<file path="src/rtl/clkdiv_ctrl.sv">
// Programmable clock divider: registered divided clock, period strobe and phase, shadowed configuration.
// Build option CLKDIV_CTRL_ERR_EN: reject illegal configurations with a cfg_err pulse instead of clamping them.
module clkdiv_ctrl #(
    parameter int CNT_W = 4
) (
    input  logic             clk_in,
    input  logic             rst,
    input  logic             en,
    input  logic             cfg_valid,
    input  logic [CNT_W-1:0] cfg_div,
    input  logic [CNT_W-1:0] cfg_high,
    output logic             cfg_ready,
    output logic             cfg_err,
    output logic             clk_out,
    output logic             clk_en,
    output logic [CNT_W-1:0] phase,
    output logic             running
);
    typedef enum logic [1:0] {
        ST_IDLE  = 2'd0,
        ST_RUN   = 2'd1,
        ST_DRAIN = 2'd2
    } state_t;

    localparam logic [CNT_W-1:0] L_ZERO = CNT_W'(0);
    localparam logic [CNT_W-1:0] L_ONE  = CNT_W'(1);
    localparam logic [CNT_W-1:0] L_TWO  = CNT_W'(2);
    localparam logic [CNT_W-1:0] L_DIV0 = CNT_W'(7);
    localparam logic [CNT_W-1:0] L_HI0  = CNT_W'(4);

    state_t           r_state;
    logic [CNT_W-1:0] r_phase;
    logic [CNT_W-1:0] r_div;
    logic [CNT_W-1:0] r_high;
    logic [CNT_W-1:0] r_sh_div;
    logic [CNT_W-1:0] r_sh_high;
    logic             r_cfg_ready;
    logic             r_cfg_err;
    logic             r_clk_out;
    logic             r_clk_en;
    logic             r_running;

    logic             w_accept;
    logic             w_take;
    logic             w_reject;
    logic             w_wrap;
    logic             w_bypass;
    logic             w_load_shadow;
    logic [CNT_W-1:0] w_new_div;
    logic [CNT_W-1:0] w_new_high;
    logic [CNT_W-1:0] w_nxt_div;
    logic [CNT_W-1:0] w_nxt_high;
    logic [CNT_W-1:0] w_nxt_phase;
    state_t           w_nxt_state;

    // Configuration acceptance: legality check (reject) or clamping (default build)
    always_comb begin
        w_accept = cfg_valid & r_cfg_ready;
`ifdef CLKDIV_CTRL_ERR_EN
        w_new_div  = cfg_div;
        w_new_high = cfg_high;
        if ((cfg_div < L_TWO) || (cfg_high == L_ZERO) || (cfg_high >= cfg_div)) begin
            w_take   = 1'b0;
            w_reject = w_accept;
        end else begin
            w_take   = w_accept;
            w_reject = 1'b0;
        end
`else
        w_new_div = (cfg_div < L_TWO) ? L_TWO : cfg_div;
        if (cfg_high == L_ZERO) begin
            w_new_high = L_ONE;
        end else if (cfg_high >= w_new_div) begin
            w_new_high = w_new_div - L_ONE;
        end else begin
            w_new_high = cfg_high;
        end
        w_take   = w_accept;
        w_reject = 1'b0;
`endif
    end

    // Next state, next phase and next active settings (changed only at a wrap or while idle)
    always_comb begin
        w_wrap        = (r_state != ST_IDLE) && (r_phase == (r_div - L_ONE));
        w_bypass      = w_take && w_wrap;
        w_load_shadow = !r_cfg_ready && (w_wrap || (r_state == ST_IDLE));
        if (w_bypass) begin
            w_nxt_div  = w_new_div;
            w_nxt_high = w_new_high;
        end else if (w_load_shadow) begin
            w_nxt_div  = r_sh_div;
            w_nxt_high = r_sh_high;
        end else begin
            w_nxt_div  = r_div;
            w_nxt_high = r_high;
        end
        case (r_state)
            ST_IDLE:  w_nxt_state = en ? ST_RUN : ST_IDLE;
            ST_RUN:   w_nxt_state = en ? ST_RUN : (w_wrap ? ST_IDLE : ST_DRAIN);
            ST_DRAIN: w_nxt_state = en ? ST_RUN : (w_wrap ? ST_IDLE : ST_DRAIN);
            default:  w_nxt_state = ST_IDLE;
        endcase
        if ((w_nxt_state == ST_IDLE) || (r_state == ST_IDLE) || w_wrap) begin
            w_nxt_phase = L_ZERO;
        end else begin
            w_nxt_phase = r_phase + L_ONE;
        end
    end

    // FSM, settings, shadow and all outputs registered; outputs derive from next-cycle values
    always_ff @(posedge clk_in or negedge rst) begin
        if (!rst) begin
            r_state     <= ST_IDLE;
            r_phase     <= L_ZERO;
            r_div       <= L_DIV0;
            r_high      <= L_HI0;
            r_sh_div    <= L_ZERO;
            r_sh_high   <= L_ZERO;
            r_cfg_ready <= 1'b1;
            r_cfg_err   <= 1'b0;
            r_clk_out   <= 1'b0;
            r_clk_en    <= 1'b0;
            r_running   <= 1'b0;
        end else begin
            r_state   <= w_nxt_state;
            r_phase   <= w_nxt_phase;
            r_div     <= w_nxt_div;
            r_high    <= w_nxt_high;
            r_running <= (w_nxt_state != ST_IDLE);
            r_clk_en  <= (w_nxt_state != ST_IDLE) && (w_nxt_phase == L_ZERO);
            r_clk_out <= (w_nxt_state != ST_IDLE) && (w_nxt_phase < w_nxt_high);
            r_cfg_err <= w_reject;
            if (w_take && !w_bypass) begin
                r_sh_div    <= w_new_div;
                r_sh_high   <= w_new_high;
                r_cfg_ready <= 1'b0;
            end else if (w_load_shadow) begin
                r_cfg_ready <= 1'b1;
            end else begin
                r_cfg_ready <= r_cfg_ready;
            end
        end
    end

    assign cfg_ready = r_cfg_ready;
    assign cfg_err   = r_cfg_err;
    assign clk_out   = r_clk_out;
    assign clk_en    = r_clk_en;
    assign phase     = r_phase;
    assign running   = r_running;

endmodule

</file>
<file path="config.mk">
export PLATFORM = sky130hd
export DESIGN_NAME = clkdiv_ctrl
export DESIGN_NICKNAME = d
export VERILOG_FILES = /design/src/rtl/clkdiv_ctrl.sv
export SDC_FILE = /design/constraint.sdc
export NUM_CORES = 1
export LEC_CHECK = 0
export BUFFER_PORTS_ARGS = -buffer_cell sky130_fd_sc_hd__buf_4
export CORE_MARGIN = 2
export CORE_UTILIZATION = 61
export DETAILED_ROUTE_END_ITERATION = 8
export GPL_TIMING_DRIVEN = 0
export PLACE_DENSITY = 0.83
export SKIP_CTS_REPAIR_TIMING = 1
export SLEW_MARGIN = 40
export SYNTH_ARGS = -nofsm -noshare
export SYNTH_HDL_FRONTEND = slang
export SYNTH_SLANG_ARGS = --single-unit
export TNS_END_PERCENT = 10
</file>
<file path="constraint.sdc">
create_clock -name clk_in -period 6.7 [get_ports clk_in]
set_input_delay 1.005 -clock clk_in [delete_from_list [all_inputs] [get_ports clk_in]]
set_output_delay 1.005 -clock clk_in [all_outputs]
set_load 0.005 [all_outputs]
</file>
==> impl_metrics.sql, run 1 <==
INSERT INTO impl_metrics (metric_group, metric, value, unit) VALUES
('run_status', 'run_status', 'finished, final reports clean', ''),
('sta', 'setup_total_negative_slack', '0', 'ns'),
('floorplan', 'fp.dieArea', '2980', 'um2'),
('synthesis', 'synthTopCellsByArea', 'sky130_fd_sc_hd__dfrtp_1 34%, sky130_fd_sc_hd__ha_1 9.6%, sky130_fd_sc_hd__dfstp_2 8.4%', ''),
('worst_setup_path', 'critical_path_required', '6.98', 'ns'),
('worst_setup_path', 'crit_fanout', '6', ''),
('placement', 'dpl-instance-area', '1740', 'um2'),
('sta', 'timing.final.ws_setup', '2.35', 'ns'),
('placement', 'globalplace.congestion', '0.792', ''),
('drt', 'ant_nets_after_route', '0', ''),
('sta', 'worst-slew-pin-transition', '0.641', 'ns'),
('sta', 'rsz0062_at_grt', 'false', ''),
('synthesis', 'syn-num-nets', '184', ''),
('worst_setup_path', 'regToRegStartpoint', 'r_div[0]$_DFFE_PN1P_', ''),
('worst_hold_path', 'holdCritStartpoint', 'r_sh_div[2]$_DFFE_PN0P_', ''),
('global_routing', 'pin_count_of_the_biggest_net_entering_global_routing', '27', ''),
('layout', 'final_layout_size_suffix_gt1_share', '20.8', '%'),
('sta', 'fin_crit_sh', '64.9', '%'),
('sta', 'post-route-min-period', '4.35', 'ns'),
('layout', 'final_cell_area', '1770', 'um2'),
('drt', 'finalWirelength', '3.17', 'mm'),
('synthesis', 'synth_top_area_share', '33.7', '%'),
('run', 'max_cap_viol_count', '0', ''),
('worst_setup_path', 'timing.critical_path.to_type', 'flip-flop', ''),
('layout', 'post_synthesis_to_final_layout_area_growth', '13.6', '%'),
('clock_network', 'cts_htree_levels', '1', ''),
('synthesis', 'synth_async_sr_flop_share', '100', '%'),
('placement', 'dp_worst_setup_slack', '2.07', 'ns'),
('clock_network', 'cts.reportedPaths.clkPinSlew', '0.15', 'ns'),
('worst_setup_path', 'cell_family_contributing_the_most_delay_on_the_critical_path', 'compound AO/OA/AOI/OAI gates', ''),
('power', 'power_report.internal_total', '433', 'uW'),
('global_routing', 'number_of_antenna_violations_at_the_first_check_in_global_routing', '0', ''),
('power', 'power-per-cell-area', '409', 'nW/um2'),
('power', 'p_leak', '0.901', 'nW'),
('synthesis', 'synth_top_cell_by_area', 'sky130_fd_sc_hd__dfrtp_1', ''),
('clock_network', 'clockRootBuffer', 'sky130_fd_sc_hd__clkbuf_4', ''),
('worst_setup_path', 'critPathArrivalTime', '4.62', 'ns'),
('worst_setup_path', 'worst-r2r-setup-slack', '3.28', 'ns'),
('synthesis', 'synth.avg_cell_area', '9.75', 'um2'),
('sta', 'setup_skew_after_layout', '0.0110', 'ns'),
('clock_network', 'clock_tree_from_tritoncts', 'built', ''),
('synthesis', 'ys_warn_count', '0', ''),
('clock_network', 'tritoncts.num_buffers', '3', ''),
('synthesis', 'synth_edf_count', '0', ''),
('clock_network', 'clock_sinks', '26', ''),
('power', 'power.share.combinational', '51.1', '%'),
('synthesis', 'synth.top_cells.by_count', '21 x sky130_fd_sc_hd__dfrtp_1, 15 x sky130_fd_sc_hd__nor2_1', ''),
('sta', 'slew_violations', '0', ''),
('synthesis', 'netlist-cell-type-count', '37', ''),
('power', 'p_total', '725', 'uW'),
('floorplan', 'starting_density_of_the_core', '63.6', '%'),
('placement', 'dpl.hpwl', '2.39', 'mm'),
('placement', 'post-place-cells', '209', ''),
('global_routing', 'first_global_vias', '1163', ''),
('worst_hold_path', 'whs_path_depth', '2', ''),
('global_routing', 'grt_pass1_wl', '5.10', 'mm'),
('power', 'pwr-share-seq', '38.9', '%'),
('sta', 'timing.hold.ws', '0.515', 'ns'),
('drt', 'count_of_routing_violations_after_the_opening_detailed_route_iteration', '26', ''),
('worst_setup_path', 'startpoint_type', 'input port', ''),
('sta', 'setup_viols_final', '0', ''),
('sta', 'clock.fmax', '230', 'MHz'),
('floorplan', 'placementRows', '18', ''),
('power', 'net-switching-power', '292', 'uW'),
('floorplan', 'core_area', '2450', 'um2'),
('worst_hold_path', 'holdCritPathClass', 'flip-flop to flip-flop', ''),
('floorplan', 'floorplan.io_pins', '21', ''),
('synthesis', 'synth_seq_cells', '26', ''),
('worst_setup_path', 'list_of_cells_traversed_by_the_critical_path', 'buf_4 > o31ai_1 > inv_1 > ha_1 > nand2b_1 > a2111oi_0 > or3_1 > clkbuf_1 > nor2_1 > a211o_1 > mux2_2 > ha_1 > a21o_1 > a211oi_1 > o211a_1', ''),
('layout', 'utilization', '72.2', '%'),
('synthesis', 'syn-instance-count', '160', '');
==> flip-flops by register name (all words and copies together), names as in the netlist <==
signal / cells
clk_out: 1
r_high: 4
r_sh_div: 4
clk_en: 1
r_div: 4
r_sh_high: 4
r_state: 2
running: 1
cfg_ready: 1
phase: 4
==> tightest hold or removal path: stages (launching register included) <==
cell and delay [ns]:
sky130_fd_sc_hd__dfrtp_1 0.37, sky130_fd_sc_hd__nand2_1 0.05, sky130_fd_sc_hd__o21ai_0 0.06
==> cell usage in the layout (no fill, tap or decap), types with 2 or more instances in the layout <==
master	count
sky130_fd_sc_hd__ha_1	12
sky130_fd_sc_hd__xor2_1	6
sky130_fd_sc_hd__nor3_1	4
sky130_fd_sc_hd__nand2b_1	3
sky130_fd_sc_hd__or3_1	3
sky130_fd_sc_hd__o211ai_1	2
sky130_fd_sc_hd__or2_2	2
sky130_fd_sc_hd__dfstp_2	5
sky130_fd_sc_hd__xnor2_1	4
sky130_fd_sc_hd__a21o_1	4
sky130_fd_sc_hd__o21ai_0	8
sky130_fd_sc_hd__a21oi_1	5
sky130_fd_sc_hd__nand3_1	3
sky130_fd_sc_hd__inv_1	12
sky130_fd_sc_hd__mux2i_1	12
sky130_fd_sc_hd__nor2_1	15
sky130_fd_sc_hd__buf_4	20
sky130_fd_sc_hd__nand2_1	12
sky130_fd_sc_hd__o31ai_1	3
sky130_fd_sc_hd__clkbuf_1	4
sky130_fd_sc_hd__nand3b_1	3
sky130_fd_sc_hd__clkbuf_4	3
sky130_fd_sc_hd__dfrtp_1	21
sky130_fd_sc_hd__mux2_2	3
==> final cells by class <==
cell class | count | area, um2 | area share (%)
timing repair buffer | 19 | 143 | 8.05
sequential | 26 | 657 | 37.1
clock buffer | 4 | 26.3 | 1.48
multi-input combinational | 116 | 836 | 47.1
buffer | 6 | 28.8 | 1.62
inverter | 12 | 45.0 | 2.54
tap | 30 | 37.5 | 2.12
==> logic make-up after synthesis <==
logic type / count (synthesis) / share of synthesized area (%)
XOR/XNOR: 10 / 5.61
buffers and inverters: 18 / 4.73
AND/OR/NAND/NOR: 48 / 15.1
adder cells (fa/ha/maj): 12 / 9.62
AO/OA/AOI/OAI: 30 / 12.8
flip-flops: 26 / 42.1
multiplexers: 15 / 9.86
other: 1 / 0.240
==> worst max-delay path by stage <==
stage	from	to	slack (ns)	cells past startpoint
after floorplan	cfg_div[2]	clk_out$_DFF_PN0_	2.61	14
after global placement	cfg_div[2]	clk_out$_DFF_PN0_	2.13	15
after detailed placement	cfg_div[2]	clk_out$_DFF_PN0_	2.07	15
after CTS	cfg_div[2]	clk_out$_DFF_PN0_	2.40	15
after global routing	cfg_div[2]	clk_out$_DFF_PN0_	1.99	15
final	cfg_div[2]	clk_out$_DFF_PN0_	2.35	15
==> power by group through the flow <==
stage          Clock, mW  Combinational, mW  Sequential, mW
2_1_floorplan          0              0.273           0.275
3_3_place_gp           0              0.349           0.281
3_5_place_dp           0              0.368           0.286
4_1_cts           0.0726              0.370           0.282
5_1_grt           0.0784              0.418           0.290
6_report          0.0725              0.370           0.283
==> metal layers <==
layer | global-route usage [%] | up-vias | share of wire, %
li1 | - | 599 | -
met1 | 30.9 | 567 | 46
met2 | 43.4 | 29 | 49
met3 | 2.46 | 6 | 3.8
met4 | 8.75 | 0 | 1.6
met5 | 0 | - | 0
Note: power is estimated with default switching activity, not from simulation.
==> inputs of run 2 (changes only) <==
- CORE_UTILIZATION: 61 -> 56
- PLACE_DENSITY: 0.83 -> 0.77
- clock period: 6.7 -> 4.04 ns (I/O delays scaled with it)
==> run 2 against run 1 <==
  * Die area increased by 8.3%
  * Sequential cell count is the same
  * First-iteration DRC count is 31% higher
  * Wire length decreased by 3.2%
  * Setup slack worse by 2.1 ns
  * Total power is 72% higher
  * Core utilization shrank 5.8 points
  * Critical path type unchanged
  * Critical endpoint unchanged
  * Largest power group unchanged
==> impl_metrics.sql, run 2 (same netlist as run 1, synthesis figures left out) <==
INSERT INTO impl_metrics (metric_group, metric, value, unit) VALUES
('run_status', 'run_status', 'finished, final reports clean', ''),
('sta', 'fin_crit_sh', '93.5', '%'),
('power', 'power-per-cell-area', '695', 'nW/um2'),
('sta', 'setup_skew_after_layout', '0.00731', 'ns'),
('layout', 'final_layout_size_suffix_gt1_share', '21.3', '%'),
('sta', 'worst-slew-pin-transition', '0.719', 'ns'),
('sta', 'timing_hold_violations_final', '0', ''),
('clock_network', 'clock_sinks', '26', ''),
('worst_setup_path', 'cell_family_contributing_the_most_delay_on_the_critical_path', 'compound AO/OA/AOI/OAI gates', ''),
('floorplan', 'placementRows', '19', ''),
('placement', 'globalplace.congestion', '0.785', ''),
('sta', 'post-route-min-period', '3.78', 'ns'),
('floorplan', 'starting_density_of_the_core', '57.6', '%'),
('layout', 'final_cell_mix', '21 x sky130_fd_sc_hd__dfrtp_1, 20 x sky130_fd_sc_hd__buf_4, 15 x sky130_fd_sc_hd__nor2_1', ''),
('drt', 'first_pass_drt_iterations', '4', ''),
('floorplan', 'chipHeight', '56.8', 'um'),
('clock_network', 'clockRootBuffer', 'sky130_fd_sc_hd__clkbuf_4', ''),
('worst_setup_path', 'crit_fanout', '6', ''),
('clock_network', 'clock_insertion_delay_worst_skew', '0.32', 'ns'),
('worst_setup_path', 'critPathMostFrequentCell', 'sky130_fd_sc_hd__ha_1', ''),
('worst_hold_path', 'holdCritPathClass', 'input port to asynchronous set/reset pin', ''),
('clock_network', 'cts_htree_levels', '1', ''),
('sta', 'timing.hold.ws', '0.162', 'ns'),
('floorplan', 'fp.dieArea', '3220', 'um2'),
('drt', 'wl_per_cell', '14.4', 'um'),
('run', 'max_cap_viol_count', '0', ''),
('global_routing', 'pin_count_of_the_biggest_net_entering_global_routing', '27', ''),
('sta', 'setup_total_negative_slack', '0', 'ns'),
('worst_setup_path', 'startpoint_type', 'input port', ''),
('placement', 'dpl.hpwl', '2.34', 'mm'),
('power', 'worst_ir_drop_vdd', '0.000619', 'V'),
('placement', 'port_buffers', '19', ''),
('worst_setup_path', 'timing.critical_path.to_type', 'flip-flop', ''),
('worst_setup_path', 'worst-r2r-setup-slack', '0.66', 'ns'),
('clock_network', 'clock_path_buffers', '2', ''),
('global_routing', 'number_of_antenna_violations_at_the_first_check_in_global_routing', '0', ''),
('layout', 'diodes', '0', ''),
('drt', 'finalWirelength', '3.07', 'mm'),
('sta', 'worst_slew_margin_rel', '51.6', '%'),
('worst_setup_path', 'critical_path_required', '4.31', 'ns'),
('drt', 'ant_nets_after_route', '0', ''),
('layout', 'utilization', '66.4', '%'),
('sta', 'timing.final.ws_setup', '0.261', 'ns'),
('worst_setup_path', 'critical_path.max_stage_delay', '0.36', 'ns'),
('clock_network', 'clock_tree_from_tritoncts', 'built', ''),
('drt', 'via_per_inst', '5.49', ''),
('layout', 'layout_commonest_cell', 'sky130_fd_sc_hd__dfrtp_1', ''),
('sta', 'setup_viols_final', '0', ''),
('placement', 'post-place-cells', '210', ''),
('sta', 'clock.fmax', '265', 'MHz'),
('placement', 'dp_worst_setup_slack', '-0.122', 'ns'),
('worst_setup_path', 'list_of_cells_traversed_by_the_critical_path', 'buf_4 > o31ai_2 > inv_1 > ha_1 > nand2b_1 > a2111oi_0 > or3_1 > clkbuf_1 > nor2_1 > a211o_1 > mux2_2 > ha_1 > a21o_1 > a211oi_1 > o211a_1', ''),
('worst_setup_path', 'crit_slowest_cell', 'sky130_fd_sc_hd__o31ai_2', ''),
('drt', 'drt_drc_violations_left', '0', ''),
('layout', 'post_synthesis_to_final_layout_area_growth', '15.3', '%'),
('clock_network', 'cts.reportedPaths.clkPinSlew', '0.15', 'ns'),
('global_routing', 'global_route.usage.total', '21.0', '%'),
('global_routing', 'grt_pass1_wl', '5.29', 'mm'),
('floorplan', 'core_area', '2710', 'um2'),
('global_routing', 'first_global_vias', '1185', ''),
('worst_setup_path', 'worst-setup-path-type', 'input port to flip-flop', ''),
('layout', 'post_layout_nonfiller_instances', '214', ''),
('sta', 'slew_violations', '0', ''),
('worst_setup_path', 'critPathArrivalTime', '4.05', 'ns'),
('floorplan', 'floorplan.io_pins', '21', ''),
('drt', 'count_of_routing_violations_after_the_opening_detailed_route_iteration', '34', ''),
('placement', 'dpl-instance-area', '1740', 'um2'),
('power', 'p_total', '1.25', 'mW'),
('clock_network', 'tritoncts.num_buffers', '3', ''),
('power', 'p_leak', '0.914', 'nW'),
('sta', 'rsz0062_at_grt', 'false', ''),
('worst_setup_path', 'path_buf_inv', '3', ''),
('layout', 'final_cell_area', '1800', 'um2'),
('layout', 'fin_nets', '208', ''),
('global_routing', 'globalRouteOverflowTotal', '0', ''),
('drt', 'num_vias', '1175', ''),
('floorplan', 'fp.dieW', '56.8', 'um');
==> run 2: changes by cell type in the layout (fill, tap and decap cells not counted) <==
cell	delta
sky130_fd_sc_hd__nor4_2	-1
sky130_fd_sc_hd__o31ai_2	+1
sky130_fd_sc_hd__o31ai_1	-1
sky130_fd_sc_hd__clkbuf_1	-1
sky130_fd_sc_hd__nor4_1	+1
sky130_fd_sc_hd__bufinv_16	+1
==> run 2: per-layer routing <==
layer,share of wire [%],track usage (%)
met4,0.59,7.97
met5,0,0
met1,47,28.1
met3,1.2,2.30
met2,51,34.9
==> run 2: layout make-up <==
| class | count | area [um2] |
|---|---|---|
| clock buffers | 3 | 22.5 |
| repair buffers | 19 | 143 |
| inverters | 12 | 45.0 |
| flip-flops and latches | 26 | 657 |
| fillers | 230 | 911 |
| well taps | 31 | 38.8 |
| clock inverters | 1 | 30.0 |
| plain buffers | 6 | 28.8 |
| multi-input cells | 116 | 835 |
==> run 2: final timing paths <==
path,start,end,cells after the start
max in group asynchronous,rst,r_high[2]$_DFF_PN1_,1
worst min register to register,r_sh_div[0]$_DFFE_PN0P_,r_sh_div[0]$_DFFE_PN0P_,2
min in group clk_in,en,r_state[1]$_DFF_PN0_,2
worst min-delay path,rst,r_sh_high[1]$_DFFE_PN0P_,1
worst max register to register,r_div[0]$_DFFE_PN1P_,clk_out$_DFF_PN0_,12
worst max-delay path,cfg_div[2],clk_out$_DFF_PN0_,15
==> run 2: report_power, final <==
part / leakage (nW) / internal, mW / switching [mW]
sequential: 0.317 / 0.393 / 0.0720
combinational: 0.569 / 0.286 / 0.321
clock: 0.0279 / 0.100 / 0.0780
total: 0.914 / 0.780 / 0.471
==> inputs of run 3 (changes only) <==
- BUFFER_PORTS_ARGS: -buffer_cell sky130_fd_sc_hd__buf_4 -> -buffer_cell sky130_fd_sc_hd__buf_2
==> run 3 against run 2 <==
  * Core utilization fell by 2.4 points
  * Sequential power barely moved
  * Worst hold slack improved by 0.090 ns
  * Sequential cell count did not move
  * Final cell count did not move
  * Clock-buffer cell count rose by 1
  * Die area did not move
  * Cell area fell by 3.5%
  * Global-route usage rose by 1.2 points
  * Via count rose by 1.9%
==> impl_metrics.sql, run 3 (same netlist as run 1, synthesis figures left out) <==
INSERT INTO impl_metrics (metric_group, metric, value, unit) VALUES
('power', 'p_total', '1.20', 'mW'),
('floorplan', 'starting_density_of_the_core', '57.6', '%'),
('sta', 'post-route-min-period', '3.80', 'ns'),
('floorplan', 'chipHeight', '56.8', 'um'),
('clock_network', 'clock_sinks', '26', ''),
('floorplan', 'placementRows', '19', ''),
('global_routing', 'globalRouteOverflowTotal', '0', ''),
('clock_network', 'tritoncts.num_buffers', '3', ''),
('floorplan', 'floorplan.io_pins', '21', ''),
('sta', 'timing_hold_violations_final', '0', ''),
('drt', 'wirelength_met1', '1.51', 'mm'),
('drt', 'finalWirelength', '3.17', 'mm'),
('floorplan', 'core_area', '2710', 'um2'),
('drt', 'met3WireLength', '47', 'um'),
('sta', 'setup_viols_final', '0', ''),
('clock_network', 'clock_tree_from_tritoncts', 'built', ''),
('layout', 'final.fill_count', '250', ''),
('clock_network', 'cts.reportedPaths.clkPinSlew', '0.14', 'ns'),
('layout', 'final_cell_mix', '21 x sky130_fd_sc_hd__dfrtp_1, 20 x sky130_fd_sc_hd__buf_2, 15 x sky130_fd_sc_hd__nor2_1', ''),
('drt', 'drt_drc_violations_left', '0', ''),
('power', 'p_leak', '0.895', 'nW'),
('worst_setup_path', 'regToRegStartpoint', 'r_div[0]$_DFFE_PN1P_', ''),
('floorplan', 'fp.dieW', '56.8', 'um'),
('worst_setup_path', 'worstSetupStartpoint', 'cfg_div[2]', ''),
('drt', 'count_of_routing_violations_after_the_opening_detailed_route_iteration', '30', ''),
('placement', 'dp_worst_setup_slack', '-0.191', 'ns'),
('layout', 'layout_commonest_cell', 'sky130_fd_sc_hd__dfrtp_1', ''),
('global_routing', 'global_route.usage.total', '22.2', '%'),
('worst_setup_path', 'critPathMostFrequentCell', 'sky130_fd_sc_hd__ha_1', ''),
('sta', 'slew_violations', '0', ''),
('sta', 'fin_crit_sh', '93.9', '%'),
('drt', 'detailroute.wirelength.met2', '1.56', 'mm'),
('worst_setup_path', 'timing.critical_path.to_type', 'flip-flop', ''),
('global_routing', 'pin_count_of_the_biggest_net_entering_global_routing', '27', ''),
('placement', 'port_buffers', '19', ''),
('drt', 'uppermost_layer_routed', 'met4', ''),
('worst_hold_path', 'holdCritPathClass', 'input port to asynchronous set/reset pin', ''),
('layout', 'post_synthesis_to_final_layout_area_growth', '11.2', '%'),
('sta', 'setup_skew_after_layout', '0.00178', 'ns'),
('drt', 'ant_nets_after_route', '0', ''),
('run', 'max_cap_viol_count', '0', ''),
('power', 'power-per-cell-area', '691', 'nW/um2'),
('clock_network', 'cts_htree_levels', '1', ''),
('drt', 'first_pass_drt_iterations', '4', ''),
('sta', 'timing.final.ws_setup', '0.244', 'ns'),
('clock_network', 'clock_path_buffers', '2', ''),
('drt', 'wl_per_cell', '14.8', 'um'),
('worst_setup_path', 'critical_path.max_stage_delay', '0.38', 'ns'),
('worst_setup_path', 'list_of_cells_traversed_by_the_critical_path', 'buf_2 > o31ai_2 > inv_1 > ha_1 > nand2b_1 > a2111oi_0 > or3_1 > clkbuf_1 > nor2_1 > a211o_1 > mux2_2 > ha_1 > a21o_1 > a211oi_1 > o211a_1', ''),
('layout', 'post_layout_nonfiller_instances', '214', ''),
('placement', 'post-place-cells', '210', ''),
('global_routing', 'grt_pass1_wl', '5.56', 'mm'),
('clock_network', 'clockRootBuffer', 'sky130_fd_sc_hd__clkbuf_4', ''),
('sta', 'worst_slew_margin_rel', '53.1', '%'),
('global_routing', 'first_global_vias', '1250', ''),
('sta', 'clock.fmax', '263', 'MHz'),
('floorplan', 'fp.dieArea', '3220', 'um2'),
('power', 'worst_ir_drop_vdd', '0.000511', 'V'),
('worst_setup_path', 'startpoint_type', 'input port', ''),
('clock_network', 'clock_insertion_delay_worst_skew', '0.32', 'ns'),
('worst_setup_path', 'worst-setup-path-type', 'input port to flip-flop', ''),
('placement', 'globalplace.congestion', '0.815', ''),
('worst_setup_path', 'cell_family_contributing_the_most_delay_on_the_critical_path', 'compound AO/OA/AOI/OAI gates', ''),
('sta', 'rsz0062_at_grt', 'false', ''),
('placement', 'dpl.hpwl', '2.36', 'mm'),
('worst_setup_path', 'crit_slowest_cell', 'sky130_fd_sc_hd__o31ai_2', ''),
('drt', 'num_vias', '1197', ''),
('sta', 'setup_total_negative_slack', '0', 'ns'),
('global_routing', 'number_of_antenna_violations_at_the_first_check_in_global_routing', '0', ''),
('run_status', 'run_status', 'finished, final reports clean', ''),
('layout', 'utilization', '64.0', '%'),
('layout', 'final_layout_size_suffix_gt1_share', '21.3', '%'),
('worst_setup_path', 'critPathArrivalTime', '4.07', 'ns'),
('worst_setup_path', 'path_buf_inv', '3', ''),
('layout', 'diodes', '0', ''),
('worst_setup_path', 'critical_path_required', '4.31', 'ns'),
('sta', 'worst-slew-pin-transition', '0.696', 'ns'),
('worst_setup_path', 'crit_fanout', '6', ''),
('drt', 'via_per_inst', '5.59', ''),
('layout', 'fin_nets', '208', '');
==> run 3: cell types whose count changed in the layout (fill, tap and decap cells not counted), sizes merged <==
cell	change
bufinv	-1
clkbuf	+1
==> run 3: final cells by class <==
type	count	area (um2)	area share, %
Buffer	6	28.8	1.66
Timing Repair Buffer	19	95.1	5.48
Multi-Input combinational cell	116	835	48.1
Inverter	12	45.0	2.60
Sequential cell	26	657	37.9
Clock buffer	4	36.3	2.09
Tap cell	31	38.8	2.24
==> run 3: path summary, 6_finish.rpt <==
check / slack [ns] / to / depth (start not counted)
max in group asynchronous: 3.41 / r_high[2]$_DFF_PN1_ / 1
hold / removal: 0.25 / r_sh_div[2]$_DFFE_PN0P_ / 1
setup reg to reg: 0.61 / clk_out$_DFF_PN0_ / 12
min in group clk_in: 0.47 / r_state[1]$_DFF_PN0_ / 2
hold reg to reg: 0.50 / r_sh_high[2]$_DFFE_PN0P_ / 2
setup / recovery: 0.24 / clk_out$_DFF_PN0_ / 15
==> run 3: where the power goes <==
group | internal (mW) | leakage [nW] | switching [mW]
combinational | 0.271 | 0.556 | 0.326
clock | 0.0551 | 0.0210 | 0.0801
sequential | 0.393 | 0.317 | 0.0748
total | 0.719 | 0.895 | 0.481
==> run 3: metal layers <==
metal,up-vias,global-route usage (%)
met5,-,0
met4,0,9.63
met3,6,2.53
met2,12,36.4
met1,584,29.6
li1,595,-
==> run 3: stage by stage <==
stage                     instance area, um2  hold slack (ns)
final                                   1740            0.252
after global routing                    1740            0.275
after CTS                               1730            0.266
after detailed placement                1690            0.474
after global placement                  1690            0.463
after floorplan                         1560            0.310
